### src/rtl/regfile_dump_ctrl.sv
`default_nettype none
// ============================================================================
// Module   : regfile_dump_ctrl
// Brief    : Halts the pipeline, borrows the rs read port and streams all
//            general-purpose registers MSB-first as bytes to the debug UART.
// Revision : 1.0 - initial release
// ============================================================================
module regfile_dump_ctrl #(
    parameter int NB_DATA = 32,
    parameter int NB_ADDR = 5,
    parameter int N_REGS  = 32
) (
    input  logic               clk,
    input  logic               i_reset,
    input  logic               i_dump_req,
    input  logic               i_halted,
    output logic               o_halt_req,
    output logic               o_busy,
    output logic               o_done,
    input  logic [NB_ADDR-1:0] i_dec_addr_rs,
    output logic [NB_ADDR-1:0] o_rf_addr_rs,
    input  logic [NB_DATA-1:0] i_rf_data_rs,
    output logic [7:0]         o_byte,
    output logic               o_byte_valid,
    input  logic               i_byte_ready
);

    typedef enum logic [2:0] {
        ST_IDLE  = 3'd0,
        ST_HALT  = 3'd1,
        ST_LATCH = 3'd2,
        ST_SEND  = 3'd3,
        ST_DONE  = 3'd4
    } state_t;

    localparam logic [NB_ADDR-1:0] c_last_idx = NB_ADDR'(N_REGS - 1);

    state_t             r_state;
    logic [NB_ADDR-1:0] r_reg_idx;
    logic [1:0]         r_byte_cnt;
    logic [NB_DATA-1:0] r_word;

    state_t             w_state_nxt;
    logic [NB_ADDR-1:0] w_reg_idx_nxt;
    logic [1:0]         w_byte_cnt_nxt;
    logic [NB_DATA-1:0] w_word_nxt;
    logic [NB_DATA-1:0] w_word_shift;

    always_ff @(posedge clk) begin
        if (i_reset) begin
            r_state    <= ST_IDLE;
            r_reg_idx  <= '0;
            r_byte_cnt <= '0;
            r_word     <= '0;
        end else begin
            r_state    <= w_state_nxt;
            r_reg_idx  <= w_reg_idx_nxt;
            r_byte_cnt <= w_byte_cnt_nxt;
            r_word     <= w_word_nxt;
        end
    end

    // Current byte sits in the top 8 bits after shifting out already-sent bytes
    assign w_word_shift = r_word << {r_byte_cnt, 3'b000};

    always_comb begin
        w_state_nxt    = r_state;
        w_reg_idx_nxt  = r_reg_idx;
        w_byte_cnt_nxt = r_byte_cnt;
        w_word_nxt     = r_word;
        o_halt_req     = 1'b0;
        o_busy         = 1'b1;
        o_done         = 1'b0;
        o_byte         = 8'h00;
        o_byte_valid   = 1'b0;
        o_rf_addr_rs   = i_dec_addr_rs;

        case (r_state)
            ST_IDLE: begin
                o_busy = 1'b0;
                if (i_dump_req) begin
                    w_state_nxt    = ST_HALT;
                    w_reg_idx_nxt  = '0;
                    w_byte_cnt_nxt = '0;
                end
            end

            ST_HALT: begin
                o_halt_req = 1'b1;
                if (i_halted) begin
                    w_state_nxt = ST_LATCH;
                end
            end

            ST_LATCH: begin
                o_halt_req     = 1'b1;
                o_rf_addr_rs   = r_reg_idx;
                w_byte_cnt_nxt = '0;
                if (!i_halted) begin
                    w_state_nxt = ST_HALT;
                end else begin
                    w_word_nxt  = i_rf_data_rs;
                    w_state_nxt = ST_SEND;
                end
            end

            ST_SEND: begin
                o_halt_req = 1'b1;
                o_byte     = w_word_shift[NB_DATA-1 -: 8];
                // Losing the halt withdraws the byte and restarts this register
                if (!i_halted) begin
                    w_state_nxt    = ST_HALT;
                    w_byte_cnt_nxt = '0;
                end else begin
                    o_byte_valid = 1'b1;
                    if (i_byte_ready) begin
                        if (r_byte_cnt != 2'd3) begin
                            w_byte_cnt_nxt = r_byte_cnt + 2'd1;
                        end else if (r_reg_idx == c_last_idx) begin
                            w_state_nxt = ST_DONE;
                        end else begin
                            w_reg_idx_nxt = r_reg_idx + 1'b1;
                            w_state_nxt   = ST_LATCH;
                        end
                    end
                end
            end

            ST_DONE: begin
                o_done      = 1'b1;
                w_state_nxt = ST_IDLE;
            end

            default: begin
                w_state_nxt = ST_IDLE;
            end
        endcase
    end

endmodule
`default_nettype wire

### config.mk
export PLATFORM = sky130hd
export DESIGN_NAME = regfile_dump_ctrl
export DESIGN_NICKNAME = d
export VERILOG_FILES = /design/src/rtl/regfile_dump_ctrl.sv
export SDC_FILE = /design/constraint.sdc
export NUM_CORES = 1
export LEC_CHECK = 0
export CAP_MARGIN = 15
export CORE_MARGIN = 3
export CORE_UTILIZATION = 45
export CTS_CLUSTER_SIZE = 10
export DETAILED_ROUTE_END_ITERATION = 8
export DONT_BUFFER_PORTS = 1
export GPL_TIMING_DRIVEN = 1
export PLACE_DENSITY_LB_ADDON = 0.1
export SETUP_SLACK_MARGIN = 0.15
export SLEW_MARGIN = 5
export SYNTH_ARGS = -nofsm -noshare
export SYNTH_HDL_FRONTEND = slang
export SYNTH_SLANG_ARGS = --single-unit
### constraint.sdc
create_clock -name clk -period 3.5 [get_ports clk]
set_input_delay 0.875 -clock clk [delete_from_list [all_inputs] [get_ports clk]]
set_output_delay 0.875 -clock clk [all_outputs]
set_load 0.1 [all_outputs]
==> results.yml <==
finish:
  final_layout_size_suffix_gt1_share_pct: 19.6
  finish.net_count: 279
  antennaDiodeCount: 0
  layout.cell_area.non_filler_um2: 2230
  area_delta_synth_final_pct: 10.4
flow_run:
  drv_cap: 0
clock_network:
  post_cts.resized_instances: 0
  cts_inserted_buffers: 5
  cts_hold_buffers: 0
  cts.reportedPaths.clkPinSlew_ns: 0.08
  cts_setup_buffers: 0
  cts-htree-levels: 2
  tritoncts: "yes"
  clk_latency_ns: 0.29
  cts.path.max_buffers: 2
  clkSinkCount: 42
  clockRootBuffer: "clkbuf_8"
critical_path:
  cpLargestDelayFamily: "simple AND/OR/NAND/NOR gates"
  worstPathCellList: "nand3b_1, and2b_1, buf_4"
  critical_path.max_fanout: 13
  crit_path_buffers_inverters: 1
  cp_data_required_time_ns: 2.62
  startpoint_type: "register"
  cpMaxStageDelayCell: "dfxtp_1"
  crit_type: "reg -> out"
  end_kind: "output port"
  worst_ep_arrival_time_ns: 2.00
  critical-path-max-stage-delay_ns: 0.61
die:
  overall_die_area_um2: 5320
  num_io_pins: 59
  die_width_um: 73.0
  placeableCoreArea_um2: 4170
  start_util_pct: 48.3
  placementRows: 23
  dieHeight_um: 73.0
logic_synthesis:
  postSynthCellCount: 231
  yosys.cell_types.count: 40
  async_reset_ff_share_pct: 0
  synth.top_cell.area_share_pct: 41.7
  synth_enable_flop_cells: 0
  netlist_area_um2: 2020
  ys_ff_latch: 42
  yosys_warnings: 0
  yosysTopAreaCell: "dfxtp_1"
  yosys.cell_count.top_type: "nand2_1"
  synth.area.top_cells: "dfxtp_1, nand2_1, mux4_2, a21oi_1, mux2_2"
  mappedNetlistNets: 276
  synth_common_cells: "nand2_1, dfxtp_1, a21oi_1"
  dominantRegCellSynth: "dfxtp_1"
  synth-seq-area-share_pct: 41.7
  synthesis.area_per_instance_um2: 8.73
sta:
  tns_ns: 0
  report.final.slew_viol_count: 0
  timing.fmax_mhz: 348
  tightestPinTransition_ns: 0.905
  period_needed_ns: 2.87
  grt_setup_unrepaired: "no"
  finalSetupViolCount: 0
  whs_ns: 0.448
  final_hold_viol_count: 0
  clock-skew-final_ns: 0.00439
  final_period_util_pct: 82.0
  max_slew_margin_pct: 39.8
pwr:
  total_leakage_power_nw: 0.793
  p_per_area_nw_per_um2: 439
  peakVddDrop_v: 0.000247
grt:
  grt_pass1_wl_mm: 7.34
  largest_net_degree_at_the_start_of_global_routing: 40
  vias_in_the_first_global_route: 1651
  top_usage_layer: "met2"
  grtUsageMet3_pct: 6.75
  met1_layer_usage_reported_by_global_route_pct: 18.6
  grt_use_met2_pct: 31.9
  grt_overflow_total: 0
  groute.usage.overall_pct: 17.7
  initial_antenna_violation_count: 0
routing:
  route.detailed.wl_per_inst_um: 15.6
  drc: 0
  route.detailed.vias_per_inst: 5.72
  ant_nets: 0
  routed-via-count: 1630
  drt_first_iter_violations: 51
  drt_wl_total_mm: 4.44
  drt_pre_antenna_iters: 7
place:
  placed_standard_cell_area_um2: 2120
  hpwl_mm: 3.16
  place_congestion: 0.912
  io_buffer_count: 0
run_status:
  outcome: "completed"
worst_hold_path:
  hold_path.class: "reg -> reg"
layout make-up:
| type | count | area, um2 |
|---|---|---|
| clock buffers | 8 | 110 |
| flip-flops and latches | 42 | 841 |
| inverters | 5 | 18.8 |
| multi-input cells | 167 | 1100 |
| fillers | 380 | 1950 |
| repair buffers | 13 | 97.6 |
| well taps | 50 | 62.6 |
metrics by stage:
stage	util [%]	total power [W]	std cells	worst slack (ns)
after floorplan	-	0.000624	231	0.466
after CTS	53.3	0.000987	285	0.601
final	53.3	0.000977	285	0.629
after detailed placement	50.7	0.000632	277	0.920
after global placement	50.7	0.000630	277	0.946
after global routing	53.3	0.00101	285	0.446
tightest hold or removal path, delay by kind of cell, from the launching register on:
kind / cells / cell delay, ns
flops: 1 / 0.31
simple gates: 1 / 0.05
compound gates: 1 / 0.05
layer usage:
| metal | routed length, um | share of wire (%) |
|---|---|---|
| met1 | 1770 | 40 |
| met2 | 2250 | 51 |
| met3 | 362 | 8.2 |
| met4 | 53 | 1.2 |
| met5 | 0 | 0 |
where the power goes:
group	switching [W]	total [W]	internal, W
logic	0.0000895	0.000121	0.0000313
registers	0.0000111	0.000499	0.000488
clock network	0.000158	0.000357	0.000199
sequential cells by signal, indices dropped and copies added (netlist names):
signal and count:
r_byte_cnt 2, r_word 32, r_reg_idx 5, r_state 3
path summary, 6_finish.rpt:
path	from	to	slack, ns	cells past startpoint
setup / recovery	r_state[0]	o_byte[1]	0.63	3
setup reg to reg	r_state[2]	r_byte_cnt[0]	1.58	5
hold / removal	r_word[19]	r_word[19]	0.45	2
hold reg to reg	r_word[19]	r_word[19]	0.45	2
cells in the final DEF (no fill, tap or decap), types with 3 or more instances in the layout:
cell type	n
a21oi_1	35
and2b_1	4
buf_4	13
clkbuf_8	8
dfxtp_1	42
ha_1	3
inv_1	5
mux2_2	5
mux4_2	8
nand2_1	70
nor2b_2	4
or4_1	3
logic make-up after synthesis:
logic type	Yosys count	synth area share, %
AOI/OAI and AO/OA	47	13.7
adders and majority gates	3	1.86
buffers and inverters	22	5.33
DFF	42	41.7
muxes	14	12.5
and+or+nand+nor	103	24.9
(Power assumes the default switching activity.)
